**config.mk**
```make
export PLATFORM = sky130hd
export DESIGN_NAME = pipeline_hazard_ctrl
export DESIGN_NICKNAME = d
export VERILOG_FILES = /design/src/rtl/pipeline_hazard_ctrl_pkg.sv /design/src/rtl/pipeline_hazard_ctrl_load_use_det.sv /design/src/rtl/pipeline_hazard_ctrl.sv
export SDC_FILE = /design/constraint.sdc
export NUM_CORES = 1
export LEC_CHECK = 0
export ABC_AREA = 1
export BUFFER_PORTS_ARGS = -buffer_cell sky130_fd_sc_hd__buf_2
export CORE_UTILIZATION = 45
export DETAILED_ROUTE_END_ITERATION = 8
export PLACE_DENSITY = 0.73
export SLEW_MARGIN = 20
export SYNTH_ARGS = -nofsm -noshare
export SYNTH_HDL_FRONTEND = slang
export SYNTH_HIERARCHICAL = 1
export SYNTH_SLANG_ARGS = --single-unit
```
**constraint.sdc**
```tcl
create_clock -name clk -period 1.4 [get_ports clk]
set_input_delay 0.21 -clock clk [delete_from_list [all_inputs] [get_ports clk]]
set_output_delay 0.21 -clock clk [all_outputs]
set_load 0.02 [all_outputs]
```
**src/rtl/pipeline_hazard_ctrl_pkg.sv**
```systemverilog
// Shared types for pipeline_hazard_ctrl: FSM state encoding, pipeline control bundle
// and a saturating-increment helper for the optional performance counters.
package pipeline_hazard_ctrl_pkg;

    typedef enum logic [1:0] {
        HZ_RUN      = 2'b00,
        HZ_MEM_WAIT = 2'b01,
        HZ_REDIRECT = 2'b10
    } hz_state_e;

    localparam logic [4:0] REG_ZERO = 5'd0;

    typedef struct packed {
        logic pc_hold;
        logic if_id_hold;
        logic if_id_flush;
        logic id_ex_hold;
        logic pl_stall;
        logic pl_flush;
        logic ex_mem_hold;
        logic mem_wb_bubble;
    } hz_ctrl_t;

    localparam hz_ctrl_t CTRL_IDLE = '0;

    // Whole pipeline frozen behind MEM; MEM/WB receives a bubble.
    localparam hz_ctrl_t CTRL_MEM_HOLD = '{
        pc_hold: 1'b1, if_id_hold: 1'b1, if_id_flush: 1'b0, id_ex_hold: 1'b1,
        pl_stall: 1'b0, pl_flush: 1'b0, ex_mem_hold: 1'b1, mem_wb_bubble: 1'b1
    };

    function automatic logic [31:0] sat_inc(input logic [31:0] v, input logic en);
        return (en && (v != 32'hFFFF_FFFF)) ? v + 32'd1 : v;
    endfunction

endpackage

```
**src/rtl/pipeline_hazard_ctrl_load_use_det.sv**
```systemverilog
// Load-use hazard detector: a load in EX whose destination is read by the instruction in ID.
module hazard_load_use_det
    import pipeline_hazard_ctrl_pkg::*;
(
    input  logic [4:0] i_rs1,
    input  logic [4:0] i_rs2,
    input  logic       i_rs1_used,
    input  logic       i_rs2_used,
    input  logic [4:0] i_rd,
    input  logic       i_mem_read,
    output logic       o_load_use
);

    logic w_rs1_hit;
    logic w_rs2_hit;

    assign w_rs1_hit  = i_rs1_used && (i_rd == i_rs1);
    assign w_rs2_hit  = i_rs2_used && (i_rd == i_rs2);
    // x0 is never written, so a load targeting it cannot create a dependency.
    assign o_load_use = i_mem_read && (i_rd != REG_ZERO) && (w_rs1_hit || w_rs2_hit);

endmodule

```
**src/rtl/pipeline_hazard_ctrl.sv**
```systemverilog
// Pipeline hold/bubble/flush controller for the 5-stage core (dmem wait > redirect > load-use).
// Optional macro HAZARD_PERF_CNT_EN adds saturating stall/flush/mem-wait performance counters.
module pipeline_hazard_ctrl
    import pipeline_hazard_ctrl_pkg::*;
#(
    parameter int REDIRECT_HOLD = 0,
    parameter int MEM_TIMEOUT   = 64,
    parameter int CW            = 7
) (
    input  logic        clk,
    input  logic        rst_n,
    input  logic [4:0]  Rs1_if_id,
    input  logic [4:0]  Rs2_if_id,
    input  logic        rs1_used,
    input  logic        rs2_used,
    input  logic [4:0]  Rd_id_ex,
    input  logic        MemRead_id_ex,
    input  logic        ex_redirect,
    input  logic        mem_req,
    input  logic        dmem_ready,
    output logic        pc_hold,
    output logic        if_id_hold,
    output logic        if_id_flush,
    output logic        id_ex_hold,
    output logic        PL_stall,
    output logic        PL_flush,
    output logic        ex_mem_hold,
    output logic        mem_wb_bubble,
    output logic        mem_timeout_err
`ifdef HAZARD_PERF_CNT_EN
    ,
    output logic [31:0] perf_stall_cnt,
    output logic [31:0] perf_flush_cnt,
    output logic [31:0] perf_memwait_cnt
`endif
);

    hz_state_e         r_state;
    logic [CW-1:0]     r_cnt;
    logic              r_err;
    logic              r_out_en;

    hz_state_e         w_state_nxt;
    logic [CW-1:0]     w_cnt_nxt;
    logic              w_err_set;
    logic              w_dispatch;
    logic              w_run_en;
    logic              w_mem_miss;
    logic              w_load_use;
    hz_ctrl_t          w_ctrl;

    hazard_load_use_det u_load_use (
        .i_rs1      (Rs1_if_id),
        .i_rs2      (Rs2_if_id),
        .i_rs1_used (rs1_used),
        .i_rs2_used (rs2_used),
        .i_rd       (Rd_id_ex),
        .i_mem_read (MemRead_id_ex),
        .o_load_use (w_load_use)
    );

    // Outputs stay quiet during reset and for the first cycle after it.
    assign w_run_en   = rst_n && r_out_en;
    assign w_mem_miss = mem_req && !dmem_ready;

    always_comb begin
        // NOTE: every signal gets a default first, so no path can infer a latch.
        w_state_nxt = r_state;
        w_cnt_nxt   = r_cnt;
        w_err_set   = 1'b0;
        w_dispatch  = 1'b0;
        w_ctrl      = CTRL_IDLE;

        if (w_run_en) begin
            if (r_state == HZ_MEM_WAIT) begin
                if (dmem_ready || (r_cnt == CW'(MEM_TIMEOUT))) begin
                    w_err_set   = !dmem_ready;
                    w_state_nxt = HZ_RUN;
                    w_cnt_nxt   = '0;
                    w_dispatch  = 1'b1;   // frozen EX/ID hazards are taken on release
                end else begin
                    w_ctrl    = CTRL_MEM_HOLD;
                    w_cnt_nxt = r_cnt + CW'(1);
                end
            end else begin
                w_dispatch = 1'b1;
            end
        end

        if (w_dispatch) begin
            if (w_mem_miss && (r_state != HZ_MEM_WAIT)) begin
                w_ctrl      = CTRL_MEM_HOLD;
                w_state_nxt = HZ_MEM_WAIT;
                w_cnt_nxt   = CW'(1);
            end else if (ex_redirect) begin
                w_ctrl.if_id_flush = 1'b1;
                w_ctrl.pl_flush    = 1'b1;
                if (REDIRECT_HOLD == 0) begin
                    w_state_nxt = HZ_RUN;
                    w_cnt_nxt   = '0;
                end else begin
                    w_state_nxt = HZ_REDIRECT;
                    w_cnt_nxt   = CW'(REDIRECT_HOLD);
                end
            end else if (r_state == HZ_REDIRECT) begin
                w_ctrl.if_id_flush = 1'b1;
                w_cnt_nxt          = r_cnt - CW'(1);
                if (r_cnt <= CW'(1)) begin
                    w_state_nxt = HZ_RUN;
                    w_cnt_nxt   = '0;
                end
            end else if (w_load_use) begin
                w_ctrl.pc_hold    = 1'b1;
                w_ctrl.if_id_hold = 1'b1;
                w_ctrl.pl_stall   = 1'b1;
            end
        end
    end

    always_ff @(posedge clk) begin
        // NOTE: sequential state uses non-blocking assignments only.
        if (!rst_n) begin
            r_state  <= HZ_RUN;
            r_cnt    <= '0;
            r_err    <= 1'b0;
            r_out_en <= 1'b0;
        end else begin
            r_state  <= w_state_nxt;
            r_cnt    <= w_cnt_nxt;
            r_out_en <= 1'b1;
            if (w_err_set) begin
                r_err <= 1'b1;
            end
        end
    end

    assign pc_hold         = w_ctrl.pc_hold;
    assign if_id_hold      = w_ctrl.if_id_hold;
    assign if_id_flush     = w_ctrl.if_id_flush;
    assign id_ex_hold      = w_ctrl.id_ex_hold;
    assign PL_stall        = w_ctrl.pl_stall;
    assign PL_flush        = w_ctrl.pl_flush;
    assign ex_mem_hold     = w_ctrl.ex_mem_hold;
    assign mem_wb_bubble   = w_ctrl.mem_wb_bubble;
    assign mem_timeout_err = r_err && rst_n;

`ifdef HAZARD_PERF_CNT_EN
    logic [31:0] r_perf_stall;
    logic [31:0] r_perf_flush;
    logic [31:0] r_perf_memwait;

    always_ff @(posedge clk) begin
        if (!rst_n) begin
            r_perf_stall   <= '0;
            r_perf_flush   <= '0;
            r_perf_memwait <= '0;
        end else begin
            r_perf_stall   <= sat_inc(r_perf_stall, w_ctrl.pl_stall);
            r_perf_flush   <= sat_inc(r_perf_flush, w_ctrl.pl_flush);
            r_perf_memwait <= sat_inc(r_perf_memwait, w_run_en && (r_state == HZ_MEM_WAIT));
        end
    end

    assign perf_stall_cnt   = rst_n ? r_perf_stall   : '0;
    assign perf_flush_cnt   = rst_n ? r_perf_flush   : '0;
    assign perf_memwait_cnt = rst_n ? r_perf_memwait : '0;
`endif

endmodule

```
After elaboration in Yosys (flattened, before gate mapping)
Cells that the tools add are included.
Widths: inputs -> output; s select.
{"block": "op_classes", "add_sub_neg": 2, "n_reduce_logical": 12, "n_mux": 40, "magnitude_cmp": 1, "n_eq_ne": 6}
{"op": "$mux 7", "count": 8}
{"op": "$mux 8", "count": 4}
{"op": "$mux 2", "count": 13}
{"op": "$mux 1", "count": 14}
{"op": "$eq 5x5->1", "count": 2}
{"op": "$logic_and 1x1->1", "count": 8}
{"op": "$add 7x1->7 const B", "count": 1}
{"op": "$eq 7x7->1 const B", "count": 1}
{"op": "$le 7x1->1 const B", "count": 1}
{"op": "$sub 7x1->7 const B", "count": 1}
{"op": "$reduce_bool 5->1", "count": 1}
{"op": "$mux 3", "count": 1}
{"op": "$eq 2x1->1 const B", "count": 1}
{"op": "$eq 2x2->1 const B", "count": 1}
{"op": "$logic_or 1x1->1", "count": 2}
{"op": "$ne 2x1->1 const B", "count": 1}
{"op": "$logic_not 1->1", "count": 1}
{"block": "word_totals", "input_bits": 23, "reg_bits": 11}

Logic depth before layout (Yosys ltp)
{"block": "logic_depth", "depth_word": 10, "ltp_mapped": 11, "mapped_depth_nobuf": 11}

By module
The synthesis kept the hierarchy.
{"module": "pipeline_hazard_ctrl", "seq_area_each_um2": 220.2, "cells_each": 158, "area_per_inst_um2": 949.7, "instances": 1}
{"module": "hazard_load_use_det", "seq_area_each_um2": 0.0, "cells_each": 55, "area_per_inst_um2": 216.5, "instances": 1}

Least setup slack after synthesis
Ideal clock, no wire load.
{"block": "synth_path", "path_type": "register to output", "from": "register r_cnt[0]", "to": "output port pc_hold", "setup_slack_ps": -528, "path_stages_with_launch": 9, "n_path_buf": 1, "arrival_ps": 1718, "required_time_ps": 1190, "path_cell_list": "dfxtp_1 > inv_1 > ha_1 > nand2_2 > nor2_4 > nand2_2 > nand2_1 > a31oi_1 > buf_4"}
{"block": "synth_via", "elab_chain_cells": 10}
{"element": "start, declared", "line_no": "pipeline_hazard_ctrl.sv:39", "text": "logic [CW-1:0] r_cnt;"}
{"element": "start signal, assigned", "line_no": "pipeline_hazard_ctrl.sv:129", "text": "r_cnt <= w_cnt_nxt;"}
{"element": "$eq 7x7->1 (*)", "line_no": "pipeline_hazard_ctrl.sv:76", "text": "if (dmem_ready || (r_cnt == CW'(MEM_TIMEOUT))) begin"}
{"element": "$logic_or 1x1->1 (*)", "line_no": "pipeline_hazard_ctrl.sv:76"}
{"element": "$mux 8", "line_no": "pipeline_hazard_ctrl.sv:76"}
{"element": "$mux 8", "line_no": "pipeline_hazard_ctrl.sv:75", "text": "if (r_state == HZ_MEM_WAIT) begin"}
{"element": "$mux 8", "line_no": "pipeline_hazard_ctrl.sv:74", "text": "if (w_run_en) begin"}
{"element": "$mux 2", "line_no": "pipeline_hazard_ctrl.sv:112", "text": "end else if (w_load_use) begin"}
{"element": "$mux 2", "line_no": "pipeline_hazard_ctrl.sv:105", "text": "end else if (r_state == HZ_REDIRECT) begin"}
{"element": "$mux 2", "line_no": "pipeline_hazard_ctrl.sv:95", "text": "end else if (ex_redirect) begin"}
{"element": "$mux 3", "line_no": "pipeline_hazard_ctrl.sv:91", "text": "if (w_mem_miss && (r_state != HZ_MEM_WAIT)) begin"}
{"element": "$mux 8 (*)", "line_no": "pipeline_hazard_ctrl.sv:90", "text": "if (w_dispatch) begin"}
{"element": "end, declared", "line_no": "pipeline_hazard_ctrl.sv:21", "text": "output logic pc_hold,"}
Every way passes the cells marked *; elsewhere a longest branch is shown, timed or not.

Final worst setup path
{"block": "layout_path", "from": "register r_cnt[1]", "to": "output port PL_flush"}
{"block": "layout_via", "elab_chain_cells": 6}
{"element": "$eq 7x7->1", "line_no": "pipeline_hazard_ctrl.sv:76"}
{"element": "$logic_or 1x1->1", "line_no": "pipeline_hazard_ctrl.sv:76"}
{"element": "$mux 1", "line_no": "pipeline_hazard_ctrl.sv:76"}
{"element": "$mux 1", "line_no": "pipeline_hazard_ctrl.sv:75"}
{"element": "$mux 1", "line_no": "pipeline_hazard_ctrl.sv:74"}
{"element": "$mux 8", "line_no": "pipeline_hazard_ctrl.sv:90"}
{"element": "end, declared", "line_no": "pipeline_hazard_ctrl.sv:26", "text": "output logic PL_flush,"}
No other way between the ends.

==> results.sh <==
export IMPL_area_growth_pct=54.4
export IMPL_critPathLaunchType="flip-flop"
export IMPL_period_needed_ns=1.72
export IMPL_p_comb_frac=0.300
export IMPL_ios=32
export IMPL_grt_max_degree=8
export IMPL_layout_nets=303
export IMPL_vias_per_cell=4.91
export IMPL_r2r_end="r_state[0]"
export IMPL_cts_tree="yes"
export IMPL_die_h_um=52.9
export IMPL_synth_seq_cells=11
export IMPL_critPathLaunch="r_cnt[1]"
export IMPL_rrSetupSlack_ns=-0.14
export IMPL_clk_pin_slew_ns=0.07
export IMPL_swShare=0.328
export IMPL_worstMarginPinSlew_ns=0.290
export IMPL_clock_skew_ns=0.0129
export IMPL_seq_area_frac_synth=0.189
export IMPL_ys_warn_count=6
export IMPL_synth_cells=213
export IMPL_worst_slack_ns=-0.322
export IMPL_cts_root_buf="clkbuf_4"
export IMPL_violations="negative setup slack"
export IMPL_cts_sinks=11
export IMPL_syn_area_mm2=0.00117
export IMPL_place_area_mm2=0.00164
export IMPL_min_path_type="in2reg"
export IMPL_hold_worst_slack_ns=0.224
export IMPL_grt_ovfl_total=0
export IMPL_drt_iter0_markers=26
export IMPL_start_util=0.475
export IMPL_setup_viol=16
export IMPL_crit_required_ns=1.19
export IMPL_antenna_found_initial=0
export IMPL_clockBufferDepth=2
export IMPL_crit_type="reg2out"
export IMPL_grt_usage=0.272
export IMPL_finalWeightedCongestion=0.900
export IMPL_synth_nets=239
export IMPL_drc=0
export IMPL_grt_pass1_wl_mm=5.63
export IMPL_p_seq_frac=0.407
export IMPL_grt_pass1_vias=1466
export IMPL_core_area_mm2=0.00245
export IMPL_synth_cell_type_count=28
export IMPL_design_area_mm2=0.00180
export IMPL_max_cap_violations=0
export IMPL_postCtsHoldBufs=0
export IMPL_drt_pass1_iterations=4
export IMPL_reg2reg_from="r_cnt[1]"
export IMPL_status="finished, violations left"
export IMPL_dieArea_mm2=0.00280
export IMPL_wl_per_cell_um=11.1
export IMPL_n_antenna_cell=0
export IMPL_hold_viol=0
export IMPL_relSlewSlack=0.806
export IMPL_leakagePower_uw=0.00100
export IMPL_rows=18
export IMPL_reg2reg_depth=10
export IMPL_drv_slew=0
export IMPL_htreeDepth=1
export IMPL_rsz0062_at_grt="true"
export IMPL_dp_hpwl_mm=2.56
export IMPL_cp_max_fo=3
export IMPL_clock_fmax_mhz=581
export IMPL_drive_above_1_share=0.391
export IMPL_vdd_ir_drop_max_mv=0.471
export IMPL_power_frac_clock=0.292
export IMPL_critical_path_endpoint="PL_flush"
export IMPL_p_int_uw=527
export IMPL_io_buffers=31
export IMPL_switchingPower_uw=257
export IMPL_period_share=1.23
export IMPL_numCtsBuffers=3
export IMPL_die_w_um=52.9
export IMPL_syn_avg_cell_area_um2=5.47
export IMPL_vias=1503
export IMPL_end_kind="output pin"
export IMPL_pwr_density_cell_mw_per_mm2=436
export IMPL_routed_wl_mm=3.41
export IMPL_critPathArrivalTime_ns=1.51
export IMPL_ant_nets=0
export IMPL_clock_latency_ns=0.28
## worst min path at each step
stage / from / end / slack, ns / cells after the start
floorplan: rst_n / r_out_en / 0.24 / 0
global placement: r_err / r_err / 0.44 / 2
detailed placement: r_err / r_err / 0.44 / 2
CTS: rst_n / r_out_en / 0.22 / 2
global route: rst_n / r_out_en / 0.23 / 2
finish: rst_n / r_out_en / 0.22 / 2
## through the flow
step	total power [uW]	cells	setup TNS, ns	util	worst slack (ns)
3_5_place_dp	540	298	-1.04	0.668	-0.188
2_1_floorplan	457	213	-0.213	-	-0.0816
3_3_place_gp	538	298	-0.797	0.668	-0.152
6_report	785	306	-3.11	0.733	-0.322
4_1_cts	777	305	-3.13	0.719	-0.330
5_1_grt	833	306	-4.58	0.733	-0.413
## Yosys cell counts
| library cell | number | area [um2] |
|---|---|---|
| a21oi_1 | 10 | 50.1 |
| a31oi_1 | 1 | 6.26 |
| buf_2 | 1 | 5.00 |
| buf_4 | 3 | 22.5 |
| clkinv_1 | 1 | 3.75 |
| clkinv_2 | 1 | 5.00 |
| dfxtp_1 | 11 | 220 |
| ha_1 | 3 | 37.5 |
| inv_1 | 33 | 124 |
| inv_2 | 6 | 22.5 |
| nand2_1 | 63 | 236 |
| nand2_2 | 5 | 31.3 |
| nand2_4 | 2 | 22.5 |
| nand3_1 | 20 | 100 |
| nand3_2 | 1 | 10.0 |
| nand4_1 | 4 | 25.0 |
| nor2_1 | 28 | 105 |
| nor2_4 | 1 | 11.3 |
| nor3_1 | 3 | 15.0 |
| nor3_4 | 1 | 16.3 |
| nor3b_2 | 1 | 12.5 |
| o21ai_0 | 8 | 40.0 |
| o21ai_1 | 1 | 5.00 |
| o21bai_1 | 1 | 7.51 |
| o31ai_1 | 1 | 7.51 |
| or2_2 | 1 | 6.26 |
| xnor2_1 | 1 | 8.76 |
| xor2_1 | 1 | 8.76 |
## layout make-up
type / count / area, um2
tap: 30 / 37.5
multi-input combinational: 157 / 896
fill: 216 / 654
inverter: 41 / 161
clock buffer: 4 / 26.3
sequential: 11 / 226
timing repair buffer: 63 / 453
## routing by layer
metal | GRT usage | vias up | wire, um
li1 | - | 786 | -
met4 | 0.0921 | 0 | 42
met5 | 0 | - | 0
met3 | 0.0546 | 6 | 233
met2 | 0.487 | 55 | 1700
met1 | 0.316 | 656 | 1430
## state kept, by name, indices dropped and copies added (netlist names)
name	flops
r_cnt	7
r_err	1
r_out_en	1
r_state	2
## power groups by stage
stage          registers, uW  clock network [uW]  logic, uW
3_3_place_gp             326                   0        212
5_1_grt                  320                 248        264
4_1_cts                  319                 233        225
2_1_floorplan            327                   0        130
3_5_place_dp             326                   0        213
6_report                 320                 229        236
## repair_timing
action	4_1_cts	5_1_grt
buffers inserted	3	1
endpoints found under the setup margin	17	17
gates resized for setup	19	9
pin swaps	5	1
## cell families (layout without fill, tap and decap cells)
kind of cell / after synthesis / after routing / synth area share
fa+ha+maj: 3 / 3 / 0.0322
xor+xnor: 2 / 2 / 0.0150
flops: 11 / 11 / 0.189
compound gates: 22 / 22 / 0.0998
simple gates: 130 / 130 / 0.508
buf+inv: 45 / 108 / 0.157
## layout by cell type (no fill, tap or decap), types with 2 or more instances in the layout
cell type and instances:
nor2_1 26, inv_2 9, dfxtp_2 2, nand2_2 4, inv_1 29, nand4_1 4, a21oi_1 8, nand2_1 58
ha_1 2, nand3_1 18, nand3_2 3, nand2_4 7, dfxtp_1 8, clkbuf_4 3, buf_6 6, nor3_4 3
buf_2 25, a21oi_2 2, nor2_4 2, o21ai_0 7, buf_4 30
## worst max-delay path: stages (launching register included)
cell and delay [ns]:
dfxtp_2 0.32, inv_2 0.07, ha_4 0.14, nand2_4 0.05, nor2_4 0.12, nand2_4 0.09, nand2_4 0.10, nand2_4 0.08
nor3_4 0.13, buf_6 0.14
No activity file was read; power rests on OpenSTA's default activity.
